## config.mk

```make
export PLATFORM = sky130hd
export DESIGN_NAME = puf_response_collector
export DESIGN_NICKNAME = d
export VERILOG_FILES = /design/src/rtl/puf_response_collector.sv
export SDC_FILE = /design/constraint.sdc
export NUM_CORES = 1
export LEC_CHECK = 0
export CAP_MARGIN = 15
export CELL_PAD_IN_SITES_DETAIL_PLACEMENT = 0
export CELL_PAD_IN_SITES_GLOBAL_PLACEMENT = 1
export CORE_MARGIN = 2
export CORE_UTILIZATION = 38
export CTS_BUF_LIST = sky130_fd_sc_hd__clkbuf_16
export DETAILED_ROUTE_END_ITERATION = 10
export GPL_TIMING_DRIVEN = 0
export PLACE_DENSITY_LB_ADDON = 0.05
export SYNTH_ARGS = -nofsm -noshare
export SYNTH_HDL_FRONTEND = slang
export SYNTH_SLANG_ARGS = --single-unit
export TNS_END_PERCENT = 10
```

## constraint.sdc

```tcl
create_clock -name clk -period 2.15 [get_ports clk]
set_input_delay 0.43 -clock clk [delete_from_list [all_inputs] [get_ports clk]]
set_output_delay 0.43 -clock clk [all_outputs]
set_load 0.05 [all_outputs]
```

## src/rtl/puf_response_collector.sv

```systemverilog
// -----------------------------------------------------------------------------
// puf_response_collector
//
// Drives one DelayPUF through a run of consecutive 8-bit challenges. Each
// challenge is evaluated VOTES times (clear, run, settle, sample), the samples
// are majority-voted into one response bit, and the bits are shifted into a
// RESP_BITS-wide response word, first bit ending at the MSB. Bits whose votes
// were not unanimous are counted in unstable_cnt.
//
// Parameters:
//   RESP_BITS  response width, one bit per challenge (1..32)
//   VOTES      evaluations per challenge, odd, 1..15
//   SETTLE     idle cycles between the run pulse and sampling (1..255)
//
// Ports:
//   clk            system clock
//   reset_n        synchronous active-low reset
//   start          begin acquisition (only honoured in IDLE)
//   seed           first challenge, captured on accepted start
//   puf_result     DelayPUF result bit, sampled in SAMPLE
//   puf_reset      active-high DelayPUF reset (CLEAR state)
//   puf_run        one-cycle DelayPUF run pulse (RUN state)
//   puf_challenge  current challenge register
//   response       accumulated voted response
//   unstable_cnt   number of non-unanimous bits
//   busy           acquisition in progress
//   done           one-cycle completion pulse
// -----------------------------------------------------------------------------
module puf_response_collector #(
    parameter int RESP_BITS = 32,
    parameter int VOTES     = 5,
    parameter int SETTLE    = 16
) (
    input  logic                 clk,
    input  logic                 reset_n,
    input  logic                 start,
    input  logic [7:0]           seed,
    input  logic                 puf_result,
    output logic                 puf_reset,
    output logic                 puf_run,
    output logic [7:0]           puf_challenge,
    output logic [RESP_BITS-1:0] response,
    output logic [5:0]           unstable_cnt,
    output logic                 busy,
    output logic                 done
);

    typedef enum logic [2:0] {
        S_IDLE,
        S_CLEAR,
        S_RUN,
        S_SETTLE,
        S_SAMPLE,
        S_COMMIT,
        S_DONE
    } state_t;

    localparam logic [7:0] CLEAR_LAST  = 8'd1;
    localparam logic [7:0] SETTLE_LAST = 8'(SETTLE - 1);
    localparam logic [3:0] VOTES_N     = 4'(VOTES);
    localparam logic [3:0] VOTES_HALF  = 4'(VOTES / 2);
    localparam logic [5:0] BITS_N      = 6'(RESP_BITS);

    state_t               state_q, state_d;
    logic [7:0]           cnt_q, cnt_d;       // cycle counter inside CLEAR / SETTLE
    logic [7:0]           chal_q, chal_d;
    logic [RESP_BITS-1:0] resp_q, resp_d;
    logic [5:0]           unst_q, unst_d;
    logic [5:0]           bits_q, bits_d;
    logic [3:0]           votes_q, votes_d;
    logic [3:0]           ones_q, ones_d;

    logic                 voted_bit;
    logic                 unanimous;
    logic [3:0]           votes_inc;
    logic [5:0]           bits_inc;
    logic [RESP_BITS:0]   shift_w;

    always_comb begin
        state_d   = state_q;
        cnt_d     = cnt_q;
        chal_d    = chal_q;
        resp_d    = resp_q;
        unst_d    = unst_q;
        bits_d    = bits_q;
        votes_d   = votes_q;
        ones_d    = ones_q;

        voted_bit = (ones_q > VOTES_HALF);
        unanimous = (ones_q == 4'd0) || (ones_q == VOTES_N);
        votes_inc = votes_q + 4'd1;
        bits_inc  = bits_q + 6'd1;
        // Concatenate then keep the low RESP_BITS bits so RESP_BITS=1 needs
        // no special-case slice.
        shift_w   = {resp_q, voted_bit};

        case (state_q)
            S_IDLE: begin
                if (start) begin
                    chal_d  = seed;
                    resp_d  = '0;
                    unst_d  = '0;
                    bits_d  = '0;
                    votes_d = '0;
                    ones_d  = '0;
                    cnt_d   = '0;
                    state_d = S_CLEAR;
                end
            end
            S_CLEAR: begin
                if (cnt_q == CLEAR_LAST) begin
                    cnt_d   = '0;
                    state_d = S_RUN;
                end else begin
                    cnt_d = cnt_q + 8'd1;
                end
            end
            S_RUN: begin
                cnt_d   = '0;
                state_d = S_SETTLE;
            end
            S_SETTLE: begin
                if (cnt_q == SETTLE_LAST) begin
                    cnt_d   = '0;
                    state_d = S_SAMPLE;
                end else begin
                    cnt_d = cnt_q + 8'd1;
                end
            end
            S_SAMPLE: begin
                ones_d  = ones_q + {3'b000, puf_result};
                votes_d = votes_inc;
                if (votes_inc == VOTES_N) begin
                    state_d = S_COMMIT;
                end else begin
                    state_d = S_CLEAR;
                end
            end
            S_COMMIT: begin
                resp_d  = shift_w[RESP_BITS-1:0];
                if (!unanimous) begin
                    unst_d = unst_q + 6'd1;
                end
                chal_d  = chal_q + 8'd1;
                votes_d = '0;
                ones_d  = '0;
                bits_d  = bits_inc;
                if (bits_inc == BITS_N) begin
                    state_d = S_DONE;
                end else begin
                    state_d = S_CLEAR;
                end
            end
            S_DONE: begin
                state_d = S_IDLE;
            end
            default: begin
                state_d = S_IDLE;
            end
        endcase
    end

    always_ff @(posedge clk) begin
        if (!reset_n) begin
            state_q <= S_IDLE;
            cnt_q   <= '0;
            chal_q  <= '0;
            resp_q  <= '0;
            unst_q  <= '0;
            bits_q  <= '0;
            votes_q <= '0;
            ones_q  <= '0;
        end else begin
            state_q <= state_d;
            cnt_q   <= cnt_d;
            chal_q  <= chal_d;
            resp_q  <= resp_d;
            unst_q  <= unst_d;
            bits_q  <= bits_d;
            votes_q <= votes_d;
            ones_q  <= ones_d;
        end
    end

    // Control outputs are pure state decodes, so none depend on start or
    // puf_result combinationally.
    assign puf_reset     = (state_q == S_CLEAR);
    assign puf_run       = (state_q == S_RUN);
    assign busy          = (state_q != S_IDLE) && (state_q != S_DONE);
    assign done          = (state_q == S_DONE);
    assign puf_challenge = chal_q;
    assign response      = resp_q;
    assign unstable_cnt  = unst_q;

endmodule

```

==> impl_metrics.tcl <==
set metrics [dict create \
    yosysSeqAreaShare_pct 43.8 \
    netlist_instances 384 \
    die_area_sq_mm 0.00929 \
    cts_sinks 71 \
    finalSetupViolations 0 \
    wl_per_cell_um 14.9 \
    grt_busiest_layer "met2" \
    register_area_sq_mm 0.00142 \
    r2r_end "state_q[1]" \
    met2_usage_pct 27.8 \
    max_slew_margin_pct 31.0 \
    final_common_cell "dfxtp_1" \
    num-nets-final 476 \
    p_int_mw 2.34 \
    grt_use_total_pct 18.9 \
    cts_tree "yes" \
    met1_usage_pct 26.2 \
    fin_crit_sh_pct 96.2 \
    hold_viol 0 \
    fin_skew_ns 0.00881 \
    path_clk_slew_ns 0.06 \
    gr-usage-met3_pct 5.66 \
    status "finished, final reports clean" \
    synth_cell_type_count 51 \
    die_w_um 96.4 \
    tightest_slew_ns 1.03 \
    num_vias 3058 \
    first_pass_iters 4 \
    die_h_um 96.4 \
    finalMaxSlewViolations 0 \
    holdPathStages 2 \
    h-tree-depth 3 \
    synthFlopType "dfxtp_1" \
    maxCapViolCount 0 \
    ys_warn_count 0 \
    hold_start "unstable_cnt[5]" \
    grt_pass1_wl_mm 13.6 \
    syn2layout_area_growth_pct 31.2 \
    cp.arrival_ns 1.64 \
    synth.cell_area_sq_mm 0.00324 \
    remaining_drc_errors 0 \
    utilization_pct 51.6 \
    start_util_pct 39.3 \
    r2r_start "cnt_q[0]" \
    p_sw_mw 1.08 \
    port_buffers 60 \
    synth_async_sr_flop_share_pct 0 \
    power.share.switching_pct 31.6 \
    holdWs_ns 0.477 \
    pin_count 62 \
    grt_max_degree 15 \
    design_area_sq_mm 0.00426 \
    hold_path_class "register to register" \
    worst-path-max-fanout 10 \
    seq_power_share_pct 41.2 \
    clock_latency_ns 0.34 \
    combPwrFrac_pct 18.2 \
    end_kind "output port" \
    fmax_ghz 0.484 \
    place.gp.congestion 0.762 \
    n_antenna_cell 0 \
    reg2reg_slack_ns 0.18 \
    drtAntennaViolNets 0 \
    pwr-share-clk_pct 40.6 \
    cts_hold_buffers 0 \
    core-area_sq_mm 0.00826 \
    antenna_found_initial 0 \
    dp_hpwl_mm 5.82 \
    leakagePower_nw 1.46 \
    synth_fp_nets 405 \
    critPathLaunchType "register" \
    mostFrequentLayoutCells "71 x dfxtp_1, 59 x nor2_1, 55 x clkdlybuf4s50_1" \
    grt-ovfl-total 0 \
    synth-seq-cells 71 \
    path_class "register to output port" \
    post-route-min-period_ns 2.07 \
    avgSynthCellArea_sq_um 8.45 \
    fp-row-count 33 \
    grt_pass1_vias 2866 \
    wirelength_mm 8.41 \
    layout-drive-gt1-share_pct 7.17 \
    clock_path_buffers 2 \
    p_per_area_mw_per_mm2 805 \
    multiInputGateArea_sq_mm 0.00169 \
    hold_end "unstable_cnt[5]" \
    grt_setup_unrepaired "false" \
    placed_cell_area_sq_mm 0.00398 \
    cp.required_ns 1.72 \
    reg2regPathDepth 6 \
    viasPerCell 5.41 \
    numCtsBuffers 9 \
    filler_cell_count 847 \
    peakVddDrop_mv 0.377 \
    drtIter0Drc 146 \
    cts_root_buf "clkbuf_16" \
    synth_edf_count 0 \
]
-- layout make-up --
cell class	count	share of cell area, %
clock buffer	9	5.29
inverter	9	0.793
multi-input combinational	278	39.7
tap	105	3.09
timing repair buffer	60	13.8
buffer	26	2.70
sequential	71	33.4
clock inverter	7	1.23
-- critical path, cell delays in order, from the launching register on --
cell and delay [ns]:
dfxtp_1 0.42, buf_2 0.26, inv_1 0.07, clkbuf_2 0.20
nor3_2 0.13, buf_4 0.22
-- stage by stage --
| step | total power, mW | setup TNS [ns] | instances | worst slack, ns |
|---|---|---|---|---|
| after detailed placement | 2.07 | -23.22 | 549 | -0.562 |
| after global placement | 2.06 | -21.30 | 549 | -0.527 |
| after CTS | 3.46 | -0.00751 | 565 | -0.00751 |
| final | 3.43 | 0 | 565 | 0.0821 |
| after global routing | 3.58 | 0 | 565 | 0.00415 |
| after floorplan | 1.86 | -0.123 | 384 | -0.123 |
-- layer usage --
layer,routed length (um),vias up,part of all wire (%)
li1,-,1550,-
met1,4270,1421,51
met2,3610,74,43
met3,407,13,4.8
met4,133,0,1.6
met5,0,-,0
-- worst max path at each step --
| stage | from | end | slack (ns) | cells after the start |
|---|---|---|---|---|
| 2_1_floorplan | state_q[1] | puf_run | -0.12 | 3 |
| 3_3_place_gp | start | response[1] | -0.53 | 7 |
| 3_5_place_dp | start | response[31] | -0.56 | 7 |
| 4_1_cts | state_q[1] | busy | -0.008 | 5 |
| 5_1_grt | state_q[2] | done | 0.004 | 5 |
| 6_report | state_q[2] | done | 0.08 | 5 |
-- repair_timing --
action / CTS / global route
cloned: 0 / 0
buffers inserted: 0 / 0
gates resized for setup: 21 / 9
endpoints found under the setup margin: 37 / 3
-- kinds of logic (layout without fill, tap and decap cells) --
kind of cell	after synthesis	in the layout	synth area share, %
AO/OA/AOI/OAI	107	107	22.6
adder cells (fa/ha/maj)	9	9	3.47
XOR/XNOR	8	8	2.16
AND/OR/NAND/NOR	149	149	22.2
flip-flops	71	71	43.8
multiplexers	5	5	1.54
buffers and inverters	35	111	4.20
-- flip-flops by register name, summed over array words and instances (netlist names) --
| register | flops |
|---|---|
| unstable_cnt | 6 |
| ones_q | 4 |
| state_q | 3 |
| puf_challenge | 8 |
| cnt_q | 8 |
| bits_q | 6 |
| response | 32 |
| votes_q | 4 |
-- synthesized netlist by cell type, types with 2 or more instances --
master     count  area [sq um]
dfxtp_1       71          1420
nor2_1        59           221
a22oi_1       35           263
nand2_1       29           109
clkbuf_1      21          78.8
a21oi_1       19          95.1
nand3_1       17          85.1
o21ai_0       14          70.1
a31oi_1        9          56.3
ha_1           9           113
inv_1          9          33.8
nor3_1         9          45.0
xnor2_1        7          61.3
a211oi_1       5          37.5
mux2i_1        5          50.1
buf_2          4          20.0
nand3b_1       4          30.0
nand4_1        4          25.0
and4_1         3          26.3
nand2b_1       3          18.8
nor2b_1        3          18.8
nor4_1         3          18.8
o31ai_1        3          22.5
or3_1          3          18.8
a21boi_1       2          15.0
a2bb2oi_1      2          17.5
a32oi_1        2          17.5
nor3b_1        2          15.0
o2111a_1       2          22.5
o2111ai_1      2          17.5
o211ai_1       2          15.0
o22ai_1        2          12.5
or4_1          2          15.0
-- power groups by stage --
| stage | clock, mW | sequential [mW] | combinational (mW) |
|---|---|---|---|
| 2_1_floorplan | 0 | 1.49 | 0.369 |
| 3_3_place_gp | 0 | 1.44 | 0.627 |
| 3_5_place_dp | 0 | 1.44 | 0.627 |
| 4_1_cts | 1.42 | 1.41 | 0.628 |
| 5_1_grt | 1.48 | 1.42 | 0.683 |
| 6_report | 1.39 | 1.41 | 0.622 |
No activity file was read; power rests on OpenSTA's default activity.
